==> config.mk <==
export PLATFORM = sky130hd
export DESIGN_NAME = inst_loader_flat
export DESIGN_NICKNAME = d
export VERILOG_FILES = /design/src/rtl/inst_loader_if.sv /design/src/rtl/inst_loader.sv /design/src/flat_wrapper.sv
export SDC_FILE = /design/constraint.sdc
export NUM_CORES = 1
export LEC_CHECK = 0
export CORE_ASPECT_RATIO = 0.6
export CORE_MARGIN = 2
export CORE_UTILIZATION = 35
export DETAILED_ROUTE_END_ITERATION = 10
export SYNTH_ARGS = -nofsm -noshare
export SYNTH_HDL_FRONTEND = slang
export SYNTH_SLANG_ARGS = --single-unit
==> constraint.sdc <==
create_clock -name CLK -period 3.72 [get_ports CLK]
set_input_delay 0.558 -clock CLK [delete_from_list [all_inputs] [get_ports CLK]]
set_output_delay 0.558 -clock CLK [all_outputs]
set_load 0.05 [all_outputs]
==> src/rtl/inst_loader_if.sv <==
// Host/SRAM-side bundle for the microcode instruction loader.
// The loader sits on the slave modport; the host/bench drives the master modport.
interface inst_loader_if;
  logic         LOAD_START;
  logic [13:0]  LOAD_LEN;
  logic         HOST_VALID;
  logic [31:0]  HOST_DATA;
  logic         HOST_READY;
  logic [13:0]  WADDRI;
  logic         WCEBI;
  logic [127:0] DI;
  logic         PURGE;
  logic         LOAD_BUSY;
  logic         LOAD_DONE;
  logic [31:0]  CHECKSUM;

  modport master (
    output LOAD_START, LOAD_LEN, HOST_VALID, HOST_DATA,
    input  HOST_READY, WADDRI, WCEBI, DI, PURGE, LOAD_BUSY, LOAD_DONE, CHECKSUM
  );

  modport slave (
    input  LOAD_START, LOAD_LEN, HOST_VALID, HOST_DATA,
    output HOST_READY, WADDRI, WCEBI, DI, PURGE, LOAD_BUSY, LOAD_DONE, CHECKSUM
  );
endinterface

==> src/rtl/inst_loader.sv <==
// Collects 32-bit host beats into 128-bit lines and writes them to instruction SRAM.
// Optional running XOR checksum of accepted beats: define INST_LOADER_CHECKSUM_EN.
module inst_loader (
  input  logic CLK,
  input  logic RSTL,
  inst_loader_if.slave bus
);

  typedef enum logic [1:0] {IDLE, COLLECT, WRITE, DONE} state_t;

  state_t       state;
  logic [13:0]  len_q;
  logic [13:0]  line_cnt;
  logic [1:0]   beat_cnt;
  logic [95:0]  line_buf;
  logic         ready_q;
  logic         wceb_q;
  logic [13:0]  waddr_q;
  logic [127:0] di_q;
  logic         busy_q;
  logic         done_q;

  logic start_ok;
  logic beat_ok;

  assign start_ok = (state == IDLE) && bus.LOAD_START;
  assign beat_ok  = (state == COLLECT) && ready_q && bus.HOST_VALID;

  // NOTE: every register below updates with <= so all of them see pre-edge
  // values of one another; a blocking = here would create order-dependent races.
  always_ff @(posedge CLK or negedge RSTL) begin
    if (!RSTL) begin
      state    <= IDLE;
      len_q    <= '0;
      line_cnt <= '0;
      beat_cnt <= '0;
      line_buf <= '0;
      ready_q  <= 1'b0;
      wceb_q   <= 1'b1;
      waddr_q  <= '0;
      di_q     <= '0;
      busy_q   <= 1'b0;
      done_q   <= 1'b0;
    end else begin
      case (state)
        IDLE: begin
          if (start_ok) begin
            len_q    <= bus.LOAD_LEN;
            line_cnt <= '0;
            beat_cnt <= '0;
            busy_q   <= 1'b1;
            if (bus.LOAD_LEN == 14'd0) begin
              state  <= DONE;
              done_q <= 1'b1;
            end else begin
              state   <= COLLECT;
              ready_q <= 1'b1;
            end
          end
        end

        COLLECT: begin
          if (beat_ok) begin
            beat_cnt <= beat_cnt + 2'd1;
            case (beat_cnt)
              2'd0: line_buf[31:0]  <= bus.HOST_DATA;
              2'd1: line_buf[63:32] <= bus.HOST_DATA;
              2'd2: line_buf[95:64] <= bus.HOST_DATA;
              default: begin
                // Fourth beat goes straight into the write register, so the
                // line is presented on DI during the single WRITE cycle.
                state   <= WRITE;
                ready_q <= 1'b0;
                wceb_q  <= 1'b0;
                waddr_q <= line_cnt;
                di_q    <= {bus.HOST_DATA, line_buf};
              end
            endcase
          end
        end

        WRITE: begin
          wceb_q <= 1'b1;
          if (line_cnt == len_q - 14'd1) begin
            state  <= DONE;
            done_q <= 1'b1;
          end else begin
            line_cnt <= line_cnt + 14'd1;
            state    <= COLLECT;
            ready_q  <= 1'b1;
          end
        end

        default: begin
          state  <= IDLE;
          done_q <= 1'b0;
          busy_q <= 1'b0;
        end
      endcase
    end
  end

`ifdef INST_LOADER_CHECKSUM_EN
  logic [31:0] checksum_q;

  always_ff @(posedge CLK or negedge RSTL) begin
    if (!RSTL)         checksum_q <= '0;
    else if (start_ok) checksum_q <= '0;
    else if (beat_ok)  checksum_q <= checksum_q ^ bus.HOST_DATA;
  end

  assign bus.CHECKSUM = checksum_q;
`else
  assign bus.CHECKSUM = 32'd0;
`endif

  assign bus.HOST_READY = ready_q;
  assign bus.WCEBI      = wceb_q;
  assign bus.WADDRI     = waddr_q;
  assign bus.DI         = di_q;
  assign bus.PURGE      = busy_q;
  assign bus.LOAD_BUSY  = busy_q;
  assign bus.LOAD_DONE  = done_q;

endmodule

==> src/flat_wrapper.sv <==
// flat-port wrapper written by rule: the top's interface ports become plain ports
module inst_loader_flat 
  (CLK, RSTL, bus_LOAD_START, bus_LOAD_LEN, bus_HOST_VALID, bus_HOST_DATA, bus_HOST_READY, bus_WADDRI, bus_WCEBI, bus_DI, bus_PURGE, bus_LOAD_BUSY, bus_LOAD_DONE, bus_CHECKSUM);
  inst_loader_if bus_i ();
  input  logic CLK;
  input  logic RSTL;
  input wire logic [$bits(bus_i.LOAD_START)-1:0] bus_LOAD_START;
  input wire logic [$bits(bus_i.LOAD_LEN)-1:0] bus_LOAD_LEN;
  input wire logic [$bits(bus_i.HOST_VALID)-1:0] bus_HOST_VALID;
  input wire logic [$bits(bus_i.HOST_DATA)-1:0] bus_HOST_DATA;
  output wire logic [$bits(bus_i.HOST_READY)-1:0] bus_HOST_READY;
  output wire logic [$bits(bus_i.WADDRI)-1:0] bus_WADDRI;
  output wire logic [$bits(bus_i.WCEBI)-1:0] bus_WCEBI;
  output wire logic [$bits(bus_i.DI)-1:0] bus_DI;
  output wire logic [$bits(bus_i.PURGE)-1:0] bus_PURGE;
  output wire logic [$bits(bus_i.LOAD_BUSY)-1:0] bus_LOAD_BUSY;
  output wire logic [$bits(bus_i.LOAD_DONE)-1:0] bus_LOAD_DONE;
  output wire logic [$bits(bus_i.CHECKSUM)-1:0] bus_CHECKSUM;
  assign bus_i.LOAD_START = bus_LOAD_START;
  assign bus_i.LOAD_LEN = bus_LOAD_LEN;
  assign bus_i.HOST_VALID = bus_HOST_VALID;
  assign bus_i.HOST_DATA = bus_HOST_DATA;
  assign bus_HOST_READY = bus_i.HOST_READY;
  assign bus_WADDRI = bus_i.WADDRI;
  assign bus_WCEBI = bus_i.WCEBI;
  assign bus_DI = bus_i.DI;
  assign bus_PURGE = bus_i.PURGE;
  assign bus_LOAD_BUSY = bus_i.LOAD_BUSY;
  assign bus_LOAD_DONE = bus_i.LOAD_DONE;
  assign bus_CHECKSUM = bus_i.CHECKSUM;
  inst_loader u_core (.CLK(CLK), .RSTL(RSTL), .bus(bus_i));
endmodule
==> impl_metrics.py, run 1 <==
metrics = {
    "clock_network": {
        "clock_sinks": 274,
        "ctsHoldBuffers": 0,
        "clk_latency_ns": 0.54,
        "clkSlewWorstSetupHoldPaths_ns": 0.07,
        "cts_made_buffers": 26,
        "post_cts_buffers": 0,
        "cts_resized": 0,
        "cts_tree": "yes",
        "cts_root_buf": "clkbuf_16",
        "cts_max_path_buffers": 3,
        "h-tree-depth": 1,
    },
    "logic_synthesis": {
        "synth-main-ff-cell": "dfrtp_1",
        "synth-seq-area-share": 0.5949,
        "avgSynthCellArea_um2": 14.16,
        "synth_area_mm2": 0.01153,
        "async_flop_share": 1.000,
        "synth_seq_cells": 274,
        "synth.distinct_cells": 63,
        "syn_inst": 814,
        "yosys_warnings": 0,
        "synth_edf_count": 0,
    },
    "die": {
        "die_w_um": 238.3,
        "coreArea_mm2": 0.03242,
        "io_pins": 229,
        "rows": 51,
        "start_util": 0.3556,
        "die_area_mm2": 0.03445,
        "die_h_um": 144.6,
    },
    "finish": {
        "area_growth_pct": 28.40,
        "stdcell_count": 1449,
        "fillers": 2950,
        "antenna_cells": 0,
        "nets": 1070,
        "drive_gt1_frac": 0.3210,
    },
    "sta": {
        "fin_worst_skew_ns": 0.01167,
        "hold_viol": 0,
        "slew_violations": 0,
        "tightest_slew_ns": 0.7769,
        "slew_headroom": 0.4821,
        "post-route-period-util": 0.8192,
        "rsz0062_at_grt": "no",
        "setup_viol": 0,
        "fin_crit_ns": 3.048,
        "fmax_mhz": 328.1,
        "whs_ns": 0.07703,
        "tns_ns": 0,
    },
    "grt": {
        "grt_max_degree": 99,
        "grt_pass1_wl_um": 40660,
        "grt_use_total": 0.1511,
        "antenna_found_initial": 0,
        "grt_pass1_vias": 6918,
        "globalRouteOverflowTotal": 0,
    },
    "worst_setup_path": {
        "critical_path_class": "reg -> reg",
        "endpoint_kind": "flip-flop",
        "path_max_fanout": 23,
        "startpoint_type": "flip-flop",
        "cpMaxStageDelayCell": "nor4b_1",
        "cp_top_family": "simple AND/OR/NAND/NOR gates",
        "cpPeakStageDelay_ns": 0.56,
        "crit_chain": "inv_1 > ha_1 > nor4b_1 > o211ai_1 > o2bb2ai_1 > o22ai_2 > nor4_4 > buf_4 > or4_1 > a21oi_1",
        "worstPathArrival_ns": 3.50,
        "required_ns": 4.18,
        "cp_num_buf_inv": 2,
    },
    "min_path": {
        "hp-class": "in -> async",
    },
    "routing": {
        "wl_per_cell_um": 17.82,
        "finalWirelength_um": 25830,
        "vias": 6987,
        "drc": 0,
        "viasPerCell": 4.822,
        "ant_nets": 0,
        "drtPass1Iterations": 4,
        "drt_iter0_drc": 336,
    },
    "pwr": {
        "seqPwrFrac": 0.504,
        "peakVddDrop_uv": 354.6,
        "p_switching_mw": 1.283,
        "p_comb_frac": 0.037,
        "p_leak_nw": 7.250,
        "pwr-share-clk": 0.459,
        "power_density_mw_per_mm2": 399.1,
        "p_sw_frac": 0.2172,
        "internal_power_mw": 4.624,
    },
    "job": {
        "max-cap-violations": 0,
    },
    "placed_design": {
        "place_congestion": 0.7768,
        "dp_cells": 1406,
        "hpwl_um": 17480,
        "port_buffers": 196,
    },
    "status": {
        "outcome": "finished clean",
    },
}
cell families after synthesis:
group / count (synthesis) / synth area share
flops: 274 / 0.5949
mux: 252 / 0.2459
simple gates: 117 / 0.05958
buf+inv: 84 / 0.03950
compound gates: 62 / 0.03831
xor+xnor: 14 / 0.01064
fa+ha+maj: 10 / 0.01085
other cells: 1 / 0.0003253
state kept, by name, indices dropped and copies added, names as in the netlist, 2 cells and up:
| register | count |
|---|---|
| u_core.line_buf | 96 |
| u_core.bus.DI | 128 |
| u_core.line_cnt | 14 |
| u_core.state | 2 |
| u_core.beat_cnt | 2 |
| u_core.bus.WADDRI | 14 |
| u_core.len_q | 14 |
metrics by stage:
stage	worst slack, ns	area (um^2)	total power [mW]	utilization
finish	0.6725	14800	5.908	0.4567
global route	0.3764	14800	6.145	0.4567
detailed placement	0.7350	13940	3.257	0.4300
CTS	0.7095	14800	6.011	0.4567
global placement	0.8097	13940	3.257	0.4300
floorplan	1.085	11640	3.136	-
power by group through the flow:
stage	registers (mW)	logic [mW]	clock network, mW
finish	2.98	0.216	2.71
global route	2.98	0.239	2.93
CTS	2.98	0.222	2.81
detailed placement	3.03	0.222	0
global placement	3.03	0.223	0
floorplan	3.04	0.100	0
synthesized netlist by cell type, types with 2 or more instances:
cell type  count  area (um^2)
clkbuf_1      23        86.33
buf_1         15        56.30
ha_1          10        125.1
buf_4         33        247.7
mux2_2       250         2815
o21ai_1        4        20.02
nor2b_1        3        18.77
dfrtp_1      273         6832
and3_1         5        31.28
inv_1         10        37.54
nand3_1       11        55.05
xnor2_1        5        43.79
a21oi_1       14        70.07
nand2_1       30        112.6
nor3b_1        2        15.01
mux2i_1        2        20.02
or4_4          3        33.78
o211ai_1       7        52.55
xor2_1         9        78.83
nor2_1        11        41.29
a21oi_2        2        17.52
nand4_1        8        50.05
o21ai_0       12        60.06
buf_6          2        22.52
nor3_1         3        15.01
nor4b_1        3        26.28
nor4_4         2        42.54
or3_1         11        68.82
or4_1          3        22.52
or2_2          3        18.77
nand2b_1       3        18.77
nor4_1         9        56.30
o31ai_1        3        22.52
layer usage:
metal  track usage  share of wire  up-vias
met5             0              0        -
li1              -              -     3246
met1        0.2292           0.51     3546
met4       0.03487          0.021        0
met3       0.04047          0.056       37
met2        0.2127           0.42      158
worst paths after layout:
check	depth (start not counted)	to	slack, ns	startpoint
max in group asynchronous	3	u_core.line_cnt[9]$_DFFE_PN0P_	2.70	RSTL
worst max register to register	10	u_core.line_cnt[11]$_DFFE_PN0P_	0.67	u_core.len_q[0]$_DFFE_PN0P_
min in group CLK	2	u_core.bus.WADDRI[5]$_DFFE_PN0P_	0.48	u_core.bus.WADDRI[5]$_DFFE_PN0P_
worst min-delay path	1	u_core.bus.DI[19]$_DFFE_PN0P_	0.08	RSTL
worst min register to register	2	u_core.bus.WADDRI[5]$_DFFE_PN0P_	0.48	u_core.bus.WADDRI[5]$_DFFE_PN0P_
worst max-delay path	10	u_core.line_cnt[11]$_DFFE_PN0P_	0.67	u_core.len_q[0]$_DFFE_PN0P_
cell type report:
| type | instances | area, um^2 | share of cell area |
|---|---|---|---|
| flip-flops and latches | 274 | 6858 | 0.4633 |
| multi-input cells | 487 | 4347 | 0.2936 |
| repair buffers | 211 | 2167 | 0.1464 |
| clock buffers | 37 | 783.3 | 0.05291 |
| well taps | 424 | 530.5 | 0.03584 |
| clock inverters | 6 | 80.08 | 0.005410 |
| inverters | 10 | 37.54 | 0.002536 |
layout by cell type, fill, tap and decap left out, types with 10 or more instances in the layout:
cell type        instances
inv_1                   10
nand2_1                 26
nand3_1                 11
ha_1                    10
clkbuf_16               27
dfrtp_1                273
clkdlybuf4s50_1        195
or3_1                   11
a21oi_1                 14
o21ai_0                 12
conb_1                  32
nor2_1                  11
mux2_2                 250
No activity file was read; power rests on OpenSTA's default activity.
==> run 2, diff against run 1 <==
Clock period 3.72 ns to 2.8 ns, I/O delays scaled along.
==> impl_metrics.py, run 2 (synthesis results as in run 1) <==
metrics = {
    "status": {
        "outcome": "finished clean",
    },
    "finish": {
        "drive_gt1_frac": 0.3400,
        "final_common_cell": "dfrtp_1",
        "nets": 1090,
        "multi_input_area_mm2": 0.004374,
        "finalInstanceArea_mm2": 0.01507,
        "largest_reg_flops": 128,
        "seq_area_mm2": 0.006859,
        "fillers": 2901,
        "final_cell_mix": "272 x dfrtp_1, 250 x mux2_2, 195 x clkdlybuf4s50_1",
        "antenna_cells": 0,
        "area_growth_pct": 30.74,
    },
    "grt": {
        "grt_max_degree": 72,
        "grt_use_total": 0.1557,
        "grt_pass1_vias": 7135,
        "globalRouteOverflowTotal": 0,
        "grt_pass1_wl_um": 41870,
        "antenna_found_initial": 0,
    },
    "sta": {
        "tightest_slew_ns": 0.6099,
        "tns_ns": 0,
        "post-route-period-util": 0.9625,
        "fin_crit_ns": 2.695,
        "fmax_mhz": 371.1,
        "hold_viol": 0,
        "slew_violations": 0,
        "fin_worst_skew_ns": 0.01042,
        "slew_headroom": 0.5919,
        "setup_viol": 0,
        "rsz0062_at_grt": "no",
        "whs_ns": 0.4555,
    },
    "clock_network": {
        "cts_made_buffers": 28,
        "cts_root_buf": "clkbuf_16",
        "cts_tree": "yes",
        "cts_max_path_buffers": 3,
        "clock_sinks": 274,
        "post_cts_buffers": 0,
        "h-tree-depth": 1,
        "clkSlewWorstSetupHoldPaths_ns": 0.06,
        "clk_latency_ns": 0.55,
    },
    "job": {
        "max-cap-violations": 0,
    },
    "pwr": {
        "pwr-share-clk": 0.471,
        "p_sw_frac": 0.2198,
        "p_switching_mw": 1.765,
        "internal_power_mw": 6.265,
        "power_density_mw_per_mm2": 532.8,
        "seqPwrFrac": 0.493,
        "p_comb_frac": 0.036,
        "p_total_mw": 8.030,
        "peakVddDrop_uv": 385.8,
        "p_leak_nw": 7.390,
    },
    "worst_setup_path": {
        "endpoint_kind": "flip-flop",
        "r2r_cells": 8,
        "startpoint_type": "flip-flop",
        "critical_path_class": "reg -> reg",
        "required_ns": 3.27,
        "cp_num_buf_inv": 1,
        "path_max_fanout": 23,
        "regToRegSetupSlack_ns": 0.11,
        "rr_startpoint": "u_core.len_q[6]$_DFFE_PN0P_",
        "crit_start": "u_core.len_q[6]$_DFFE_PN0P_",
        "rr_endpoint": "u_core.line_cnt[13]$_DFFE_PN0P_",
        "cpPeakStageDelay_ns": 0.60,
        "cp_top_family": "simple AND/OR/NAND/NOR gates",
        "cpMaxStageDelayCell": "or4_4",
        "crit_chain": "or4_4 > o311ai_1 > a21oi_2 > o21ai_2 > nor4_4 > buf_12 > or4b_1 > a21oi_1",
        "worstPathArrival_ns": 3.16,
    },
    "placed_design": {
        "hpwl_um": 17850,
        "place_congestion": 0.8208,
        "port_buffers": 196,
        "place_area_mm2": 0.01409,
    },
    "die": {
        "die_h_um": 144.6,
        "rows": 51,
        "die_area_mm2": 0.03445,
        "die_w_um": 238.3,
        "start_util": 0.3556,
        "coreArea_mm2": 0.03242,
        "io_pins": 229,
    },
    "routing": {
        "highest_layer": "met4",
        "ant_nets": 0,
        "drc": 0,
        "wl_met1_um": 12990,
        "wl_met2_um": 11530,
        "viasPerCell": 4.816,
        "finalWirelength_um": 26450,
        "vias": 7099,
        "wl_per_cell_um": 17.94,
        "wl_met3_um": 1466,
        "drt_iter0_drc": 316,
        "drtPass1Iterations": 5,
    },
    "min_path": {
        "hp-class": "in -> async",
    },
}
==> run 2: changes by cell type in the layout (fill, tap and decap cells not counted), moves of 2 or more <==
cell | previous run | this run
buf_4 | 8 | 23
clkinvlp_4 | 0 | 3
buf_12 | 7 | 9
clkbuf_16 | 27 | 29
clkinv_2 | 4 | 6
nor4b_1 | 3 | 1
==> run 2: power by group through the flow <==
stage / clock (mW) / sequential (mW) / combinational, mW
2_1_floorplan: 0 / 4.03 / 0.133
3_3_place_gp: 0 / 4.03 / 0.296
3_5_place_dp: 0 / 4.03 / 0.296
4_1_cts: 3.91 / 3.96 / 0.298
5_1_grt: 4.11 / 3.95 / 0.320
6_report: 3.78 / 3.96 / 0.289
==> run 2: per-layer routing <==
| layer | vias up | global-route usage |
|---|---|---|
| met5 | - | 0 |
| met4 | 0 | 0.02961 |
| met3 | 33 | 0.03741 |
| met2 | 157 | 0.2297 |
| met1 | 3611 | 0.2327 |
| li1 | 3298 | - |
==> run 2: how the worst max path moves through the flow <==
stage | endpoint | slack [ns] | cells past startpoint
3_3_place_gp | u_core.line_cnt[0]$_DFFE_PN0P_ | 0.19 | 11
3_5_place_dp | u_core.state[1]$_DFFE_PN0P_ | 0.1 | 10
2_1_floorplan | u_core.state[1]$_DFFE_PN0P_ | 0.17 | 11
4_1_cts | u_core.state[1]$_DFFE_PN0P_ | 0.08 | 10
6_report | u_core.line_cnt[13]$_DFFE_PN0P_ | 0.11 | 8
5_1_grt | u_core.line_cnt[13]$_DFFE_PN0P_ | 0.003 | 8
==> run 2: final cells by class <==
cell class,instances,share of cell area
multi-input cells,487,0.2902
clock buffers,38,0.05437
repair buffers,229,0.1546
well taps,424,0.03520
clock inverters,12,0.008052
inverters,10,0.002490
flip-flops and latches,274,0.4551
==> run 2: stage by stage <==
step | setup WS [ns] | utilization | cells
after floorplan | 0.1654 | - | 845
after global placement | 0.1893 | 0.4347 | 1423
after detailed placement | 0.09693 | 0.4347 | 1423
after CTS | 0.08307 | 0.4641 | 1474
after global routing | 0.002704 | 0.4650 | 1474
final | 0.1050 | 0.4650 | 1474
==> run 2: what timing repair did <==
item                                   4_1_cts  5_1_grt
resized for setup                            0        5
hold buffers                                 1        0
endpoints found under the hold margin       67        0
setup endpoints to repair                    0       14
==> run 2: worst register-to-register path: stages (launching register included) <==
cell      delay [ns]
dfrtp_1         0.45
or4_4           0.60
o311ai_1        0.37
a21oi_2         0.12
o21ai_2         0.20
nor4_4          0.06
buf_12          0.18
or4b_1          0.51
a21oi_1         0.15
